$ cat src/rtl/speck_iterative_core_pkg.sv
// Shared constants for the iterative SPECK core: FSM encodings, mode values
// and the default 128/128 parameter set.
package speck_iterative_core_pkg;

  localparam int DEF_WORD_W    = 64;
  localparam int DEF_KEY_WORDS = 2;
  localparam int DEF_NR_ROUNDS = 32;
  localparam int DEF_ALPHA     = 8;
  localparam int DEF_BETA      = 3;

  localparam logic [3:0] ST_IDLE   = 4'd0;
  localparam logic [3:0] ST_EXPAND = 4'd1;
  localparam logic [3:0] ST_ROUND  = 4'd2;
  localparam logic [3:0] ST_DONE   = 4'd3;

  localparam logic MODE_ENC = 1'b0;
  localparam logic MODE_DEC = 1'b1;

endpackage

$ cat src/rtl/speck_iterative_core_if.sv
// Host-side bundle of the SPECK core: request inputs, result and status outputs.
interface speck_iterative_core_if
  import speck_iterative_core_pkg::*;
#(
  parameter int WORD_W    = DEF_WORD_W,
  parameter int KEY_WORDS = DEF_KEY_WORDS
);

  // Handshake: signal_start is a request taken only while the core is idle
  // (busy=0); mode/reload_key/key/data_in are captured on that same edge.
  // finished pulses one cycle when data_out is valid; data_out then holds.
  logic                        signal_start;
  logic                        mode;
  logic                        reload_key;
  logic [KEY_WORDS*WORD_W-1:0] key;
  logic [2*WORD_W-1:0]         data_in;
  logic [2*WORD_W-1:0]         data_out;
  logic                        finished;
  logic                        busy;
  logic                        keys_valid;
  logic [3:0]                  state_response;

  modport master (
    output signal_start, mode, reload_key, key, data_in,
    input  data_out, finished, busy, keys_valid, state_response
  );

  modport slave (
    input  signal_start, mode, reload_key, key, data_in,
    output data_out, finished, busy, keys_valid, state_response
  );

endinterface

$ cat src/rtl/speck_iterative_core_round_unit.sv
// Combinational SPECK round (encrypt or inverse). Also serves the key schedule
// step when fed x=l0, y=k, rk=i in encrypt mode.
module speck_iterative_core_round_unit
  import speck_iterative_core_pkg::*;
#(
  parameter int WORD_W = DEF_WORD_W,
  parameter int ALPHA  = DEF_ALPHA,
  parameter int BETA   = DEF_BETA
) (
  input  logic [WORD_W-1:0] x,
  input  logic [WORD_W-1:0] y,
  input  logic [WORD_W-1:0] rk,
  input  logic              mode,
  output logic [WORD_W-1:0] x_next,
  output logic [WORD_W-1:0] y_next
);

  logic [WORD_W-1:0] x_ror, enc_x, enc_y;
  logic [WORD_W-1:0] dec_t, dec_y, dec_u, dec_x;

  always_comb begin
    x_ror = (x >> ALPHA) | (x << (WORD_W - ALPHA));
    enc_x = (x_ror + y) ^ rk;
    enc_y = ((y << BETA) | (y >> (WORD_W - BETA))) ^ enc_x;

    dec_t = y ^ x;
    dec_y = (dec_t >> BETA) | (dec_t << (WORD_W - BETA));
    dec_u = (x ^ rk) - dec_y;
    dec_x = (dec_u << ALPHA) | (dec_u >> (WORD_W - ALPHA));

    x_next = (mode == MODE_DEC) ? dec_x : enc_x;
    y_next = (mode == MODE_DEC) ? dec_y : enc_y;
  end

endmodule

$ cat src/rtl/speck_iterative_core.sv
// Iterative SPECK encrypt/decrypt engine: one round per clock through a single
// round unit, with an on-chip round-key store filled by an expansion pass.
module speck_iterative_core
  import speck_iterative_core_pkg::*;
#(
  parameter int WORD_W    = DEF_WORD_W,
  parameter int KEY_WORDS = DEF_KEY_WORDS,
  parameter int NR_ROUNDS = DEF_NR_ROUNDS,
  parameter int ALPHA     = DEF_ALPHA,
  parameter int BETA      = DEF_BETA
) (
  input logic                   clk,
  input logic                   rst,
  speck_iterative_core_if.slave bus
);

  localparam int CW = (NR_ROUNDS > 1) ? $clog2(NR_ROUNDS) : 1;
  localparam logic [CW-1:0] LAST = CW'(NR_ROUNDS - 1);

  logic [3:0]          state;
  logic [CW-1:0]       cnt;
  logic                mode_q;
  logic [WORD_W-1:0]   x_q, y_q, k_q;
  logic [WORD_W-1:0]   l_q [KEY_WORDS-1];
  logic [WORD_W-1:0]   rk_mem [NR_ROUNDS];
  logic [2*WORD_W-1:0] data_out_q;
  logic                finished_q;
  logic                keys_valid_q;

  logic                accept, last;
  logic [CW-1:0]       rk_idx;
  logic [WORD_W-1:0]   ru_x, ru_y, ru_rk, ru_x_next, ru_y_next;
  logic                ru_mode;

  assign accept = (state == ST_IDLE) && bus.signal_start;
  assign last   = (cnt == LAST);
  assign rk_idx = (mode_q == MODE_DEC) ? (LAST - cnt) : cnt;

  // During expansion the round unit computes l_new (x') and the next k (y').
  always_comb begin
    ru_x    = x_q;
    ru_y    = y_q;
    ru_rk   = rk_mem[rk_idx];
    ru_mode = mode_q;
    if (state == ST_EXPAND) begin
      ru_x    = l_q[0];
      ru_y    = k_q;
      ru_rk   = WORD_W'(cnt);
      ru_mode = MODE_ENC;
    end
  end

  speck_iterative_core_round_unit #(
    .WORD_W(WORD_W),
    .ALPHA (ALPHA),
    .BETA  (BETA)
  ) u_round (
    .x     (ru_x),
    .y     (ru_y),
    .rk    (ru_rk),
    .mode  (ru_mode),
    .x_next(ru_x_next),
    .y_next(ru_y_next)
  );

  // Control: state, counter and host-visible status.
  always_ff @(posedge clk) begin
    if (rst) begin
      state        <= ST_IDLE;
      cnt          <= '0;
      data_out_q   <= '0;
      finished_q   <= 1'b0;
      keys_valid_q <= 1'b0;
    end else begin
      finished_q <= 1'b0;
      case (state)
        ST_IDLE: begin
          if (bus.signal_start) begin
            cnt <= '0;
            if (bus.reload_key || !keys_valid_q) begin
              state        <= ST_EXPAND;
              keys_valid_q <= 1'b0;
            end else begin
              state <= ST_ROUND;
            end
          end
        end
        ST_EXPAND: begin
          cnt <= cnt + 1'b1;
          if (last) begin
            cnt          <= '0;
            keys_valid_q <= 1'b1;
            state        <= ST_ROUND;
          end
        end
        ST_ROUND: begin
          cnt <= cnt + 1'b1;
          if (last) begin
            cnt        <= '0;
            data_out_q <= {ru_x_next, ru_y_next};
            finished_q <= 1'b1;
            state      <= ST_DONE;
          end
        end
        ST_DONE:  state <= ST_IDLE;
        default:  state <= ST_IDLE;
      endcase
    end
  end

  // Datapath registers and the round-key store are deliberately not reset.
  always_ff @(posedge clk) begin
    if (accept) begin
      mode_q <= bus.mode;
      x_q    <= bus.data_in[2*WORD_W-1:WORD_W];
      y_q    <= bus.data_in[WORD_W-1:0];
      k_q    <= bus.key[WORD_W-1:0];
      for (int j = 0; j < KEY_WORDS - 1; j++) begin
        l_q[j] <= bus.key[(j+1)*WORD_W +: WORD_W];
      end
    end else if (state == ST_EXPAND) begin
      rk_mem[cnt] <= k_q;
      k_q         <= ru_y_next;
      for (int j = 0; j < KEY_WORDS - 2; j++) begin
        l_q[j] <= l_q[j+1];
      end
      l_q[KEY_WORDS-2] <= ru_x_next;
    end else if (state == ST_ROUND) begin
      x_q <= ru_x_next;
      y_q <= ru_y_next;
    end
  end

  assign bus.data_out       = data_out_q;
  assign bus.finished       = finished_q;
  assign bus.busy           = (state != ST_IDLE);
  assign bus.keys_valid     = keys_valid_q;
  assign bus.state_response = state;

endmodule

$ cat src/flat_wrapper.sv
// flat-port wrapper written by rule: the top's interface ports become plain ports
module speck_iterative_core_flat import speck_iterative_core_pkg::*;
#(
  parameter int WORD_W    = DEF_WORD_W,
  parameter int KEY_WORDS = DEF_KEY_WORDS,
  parameter int NR_ROUNDS = DEF_NR_ROUNDS,
  parameter int ALPHA     = DEF_ALPHA,
  parameter int BETA      = DEF_BETA
)
  (clk, rst, bus_signal_start, bus_mode, bus_reload_key, bus_key, bus_data_in, bus_data_out, bus_finished, bus_busy, bus_keys_valid, bus_state_response);
  speck_iterative_core_if #(.WORD_W(WORD_W), .KEY_WORDS(KEY_WORDS)) bus_i ();
  input logic clk;
  input logic rst;
  input wire logic [$bits(bus_i.signal_start)-1:0] bus_signal_start;
  input wire logic [$bits(bus_i.mode)-1:0] bus_mode;
  input wire logic [$bits(bus_i.reload_key)-1:0] bus_reload_key;
  input wire logic [$bits(bus_i.key)-1:0] bus_key;
  input wire logic [$bits(bus_i.data_in)-1:0] bus_data_in;
  output wire logic [$bits(bus_i.data_out)-1:0] bus_data_out;
  output wire logic [$bits(bus_i.finished)-1:0] bus_finished;
  output wire logic [$bits(bus_i.busy)-1:0] bus_busy;
  output wire logic [$bits(bus_i.keys_valid)-1:0] bus_keys_valid;
  output wire logic [$bits(bus_i.state_response)-1:0] bus_state_response;
  assign bus_i.signal_start = bus_signal_start;
  assign bus_i.mode = bus_mode;
  assign bus_i.reload_key = bus_reload_key;
  assign bus_i.key = bus_key;
  assign bus_i.data_in = bus_data_in;
  assign bus_data_out = bus_i.data_out;
  assign bus_finished = bus_i.finished;
  assign bus_busy = bus_i.busy;
  assign bus_keys_valid = bus_i.keys_valid;
  assign bus_state_response = bus_i.state_response;
  speck_iterative_core #(.WORD_W(WORD_W), .KEY_WORDS(KEY_WORDS), .NR_ROUNDS(NR_ROUNDS), .ALPHA(ALPHA), .BETA(BETA)) u_core (.clk(clk), .rst(rst), .bus(bus_i));
endmodule
$ cat config.mk
export PLATFORM = sky130hd
export DESIGN_NAME = speck_iterative_core_flat
export DESIGN_NICKNAME = d
export VERILOG_FILES = /design/src/rtl/speck_iterative_core_pkg.sv /design/src/rtl/speck_iterative_core_if.sv /design/src/rtl/speck_iterative_core_round_unit.sv /design/src/rtl/speck_iterative_core.sv /design/src/flat_wrapper.sv
export SDC_FILE = /design/constraint.sdc
export NUM_CORES = 2
export LEC_CHECK = 0
export CORE_UTILIZATION = 55
export CTS_BUF_LIST = sky130_fd_sc_hd__clkbuf_8 sky130_fd_sc_hd__clkbuf_16
export CTS_CLUSTER_DIAMETER = 120
export DETAILED_ROUTE_END_ITERATION = 10
export PLACE_DENSITY_LB_ADDON = 0.05
export SYNTH_ARGS = -nofsm -noshare
export SYNTH_HDL_FRONTEND = slang
export SYNTH_SLANG_ARGS = --single-unit
$ cat constraint.sdc
create_clock -name clk -period 25.5 [get_ports clk]
set_input_delay 5.1 -clock clk [delete_from_list [all_inputs] [get_ports clk]]
set_output_delay 5.1 -clock clk [all_outputs]
set_load 0.05 [all_outputs]
==> flow_summary.toml <==
[run_status]
status = "completed"

[worst_setup_path]
crit_end = "u_core.x_q[40]"
crit_type = "flip-flop to flip-flop"
endpoint_kind = "flip-flop"
cp_top_family = "compound AO/OA/AOI/OAI gates"
critPathLaunchType = "flip-flop"
cp.arrival_ns = 10.10
r2r-end = "u_core.x_q[40]"
crit_chain = "xor2_4 > buf_12 > buf_4 > mux4_1 > mux4_2 > mux2i_1 > o21ai_0 > xnor2_1 > ha_1 > inv_1 > fa_1 > a211oi_1 > o21ai_0 > a21oi_1 > o211ai_1 > a41oi_1 > o21ai_0 > a31o_2 > nand2_1 > mux2_2 > nor3_1 > a21oi_1"
required_ns = 26.09
startpoint = "u_core.cnt[0]"
worst-path-stages = 22
r2r.worst_path.cells = 22
path_max_fanout = 110
slowest_delay_ns = 0.98
regToRegStartpoint = "u_core.cnt[0]"
reg2reg_slack_ns = 15.98
worst_path_max_delay_cell = "a41oi_1"
crit_path_frequent_cell = "o21ai_0"
critPathBufInv = 3

[floorplan]
core_um2 = 202500
rows = 165
fp.dieH_um = 454.1
fp.dieW_um = 454.1
ios = 396
die-area_um2 = 206200
start_util_pct = 55.50

[routing]
wl_per_cell_um = 36.40
top_layer = "met5"
firstDrtPassIters = 9
route.met3.wl_mm = 39.96
routed_wl_mm = 409.9
drc_errors = 0
drt-initial-drc-count = 11830
dr_total_vias = 78970
antenna_violating_nets_post_route = 0
dr_wl_met2_mm = 187.8
post_drt_via_cell_ratio = 7.012
drt-met1-wl_mm = 158.3

[synthesis]
ys_ff_latch = 2442
syn_area_per_cell_um2 = 13.82
synth_flop_cell = "edfxtp_1"
ys_types = 98
ys_seq_area_share_pct = 64.02
synth_area_um2 = 112400
syn_inst = 8136
synthArstFlopShare_pct = 0
synth_edf_count = 2305
yosys_warnings = 0

[cts]
clock_latency_ns = 0.92
cts_hold_buf = 0
clk_path_buf_depth = 4
cts_sinks = 2442
clk_pin_slew_ns = 0.07
htree_levels = 5
post_cts_buffers = 0
ctsResizeCount = 0
root_buffer = "clkbuf_16"
cts_tree = "yes"
cts_made_buffers = 274

[place]
portBuffers = 393
placed_area_um2 = 118800
globalplace.congestion = 1.001
dp_hpwl_mm = 249.8

[timing]
finalSetupTns_ns = 0
period_share_pct = 37.32
rsz0062_at_grt = "false"
drv_slew = 0
period_needed_ns = 9.517
hold_viol = 0
setup_viol = 0
skew_ns = 0.06948
fmax_mhz = 105.1
max_slew_margin_pct = 6.573
tightest_slew_ns = 1.362

[min_path]
min_path_type = "flip-flop to flip-flop"

[layout]
area.growth.synth_to_final_pct = 13.21
final_util_pct = 62.83
fin_area_um2 = 127200
fill_cells = 15160
final_layout_size_suffix_gt1_share_pct = 11.20
fin_nets = 8796

[global_routing]
grt_use_total_pct = 39.05
grt_overflow = 0
grt_max_degree = 198
grt_pass1_vias = 74320
antenna_found_initial = 15
grt_pass1_wl_mm = 565.2

[flow_run]
maxCapViolCount = 0
## state kept, by name, indices dropped and copies added, names as in the netlist
name / flops
u_core.bus.finished: 1
u_core.k_q: 64
u_core.bus.keys_valid: 1
u_core.rk_mem: 2048
u_core.mode_q: 1
u_core.l_q: 64
u_core.x_q: 64
u_core.bus.state_response: 2
u_core.cnt: 5
u_core.y_q: 64
u_core.bus.data_out: 128
## worst register-to-register path: cells and delay by family, from the launching register on
family,cells,cell delay (ns)
xor gates and xnor gates,2,0.59
buffers and inverters,3,1.62
and+or+nand+nor,2,0.33
DFF,1,0.85
adders and majority gates,2,0.66
AOI/OAI and AO/OA,9,3.33
muxes,4,1.82
## synth_stat cells, types with 45 or more instances
cell type / instances / area share (%)
edfxtp_1: 2305 / 62
nand2_1: 600 / 2.0
nor2_1: 555 / 1.9
o221ai_1: 425 / 3.3
mux2i_1: 414 / 3.7
a21oi_1: 394 / 1.8
o21ai_0: 352 / 1.6
clkbuf_1: 299 / 1.0
xnor2_1: 256 / 2.0
o22ai_1: 233 / 1.3
mux4_2: 221 / 4.4
nand3_1: 178 / 0.79
inv_1: 169 / 0.56
buf_2: 164 / 0.73
ha_1: 140 / 1.6
dfxtp_1: 137 / 2.4
a31oi_1: 131 / 0.73
a221oi_1: 122 / 0.95
a311oi_1: 108 / 0.84
a21o_1: 92 / 0.61
mux2_2: 82 / 0.82
buf_1: 74 / 0.25
xor2_1: 68 / 0.53
a211oi_1: 45 / 0.30
## cell families after synthesis
kind of cell	after synthesis	share of synthesized area, %
fa+ha+maj	142	1.594
compound gates	2116	13.01
simple gates	1571	5.997
other cells	1	0.003336
flops	2442	64.02
mux	723	9.077
buf+inv	792	3.288
xor+xnor	349	3.014
## how the worst min path moves through the flow
stage                       startpoint                      end  slack, ns  cells past startpoint
2_1_floorplan            u_core.cnt[4]      u_core.bus.finished       0.65                      2
3_5_place_dp   u_core.bus.data_out[34]  u_core.bus.data_out[34]       0.45                      2
4_1_cts        u_core.bus.data_out[34]  u_core.bus.data_out[34]       0.45                      2
5_1_grt        u_core.bus.data_out[34]  u_core.bus.data_out[34]       0.47                      2
3_3_place_gp    u_core.bus.data_out[1]   u_core.bus.data_out[1]       0.45                      2
6_report        u_core.bus.data_out[1]   u_core.bus.data_out[1]       0.45                      2
## routing by layer
metal,vias to the layer above,GRT usage (%)
met5,-,0
met4,4,19.84
met3,884,6.673
met2,5170,60.01
met1,40200,53.87
li1,32710,-
## cell usage in the layout, fill, tap and decap left out, types with 39 or more instances in the layout
master           instances
edfxtp_1              2305
clkbuf_16              285
xor2_1                  65
a311oi_1               107
clkdlybuf4s50_1        392
mux4_2                 221
clkinv_1                62
xnor2_1                255
buf_4                  195
a221oi_1               122
a21oi_1                393
nand3_1                178
ha_1                   139
o22ai_1                233
a21o_1                  92
dfxtp_1                134
nand2_1                599
a31oi_1                131
o21ai_0                352
o221ai_1               425
mux2_2                  82
mux2i_1                414
inv_1                  219
nor2_1                 518
nand4_1                 39
a211oi_1                45
## area by class of cell
type | instances | area [um2] | area share, %
multi-input cells | 4903 | 37190 | 29.23
clock buffers | 292 | 7228 | 5.680
inverters | 171 | 648.1 | 0.5093
well taps | 2672 | 3343 | 2.627
flip-flops and latches | 2442 | 71970 | 56.56
repair buffers | 601 | 5653 | 4.442
diodes | 12 | 30.03 | 0.02360
clock inverters | 169 | 1185 | 0.9312
## per-stage QoR
step / std cells / worst slack (ns) / hold WS [ns]
after floorplan: 8137 / 13.73 / 0.6455
after global placement: 10790 / 16.17 / 0.4460
after detailed placement: 10790 / 16.09 / 0.4466
after CTS: 11250 / 16.01 / 0.4536
after global routing: 11250 / 15.45 / 0.4677
final: 11260 / 15.98 / 0.4526
Power is left out: the tool's default activity adds up to more than one toggle a clock period on the data nets, which glitch-free logic cannot reach.
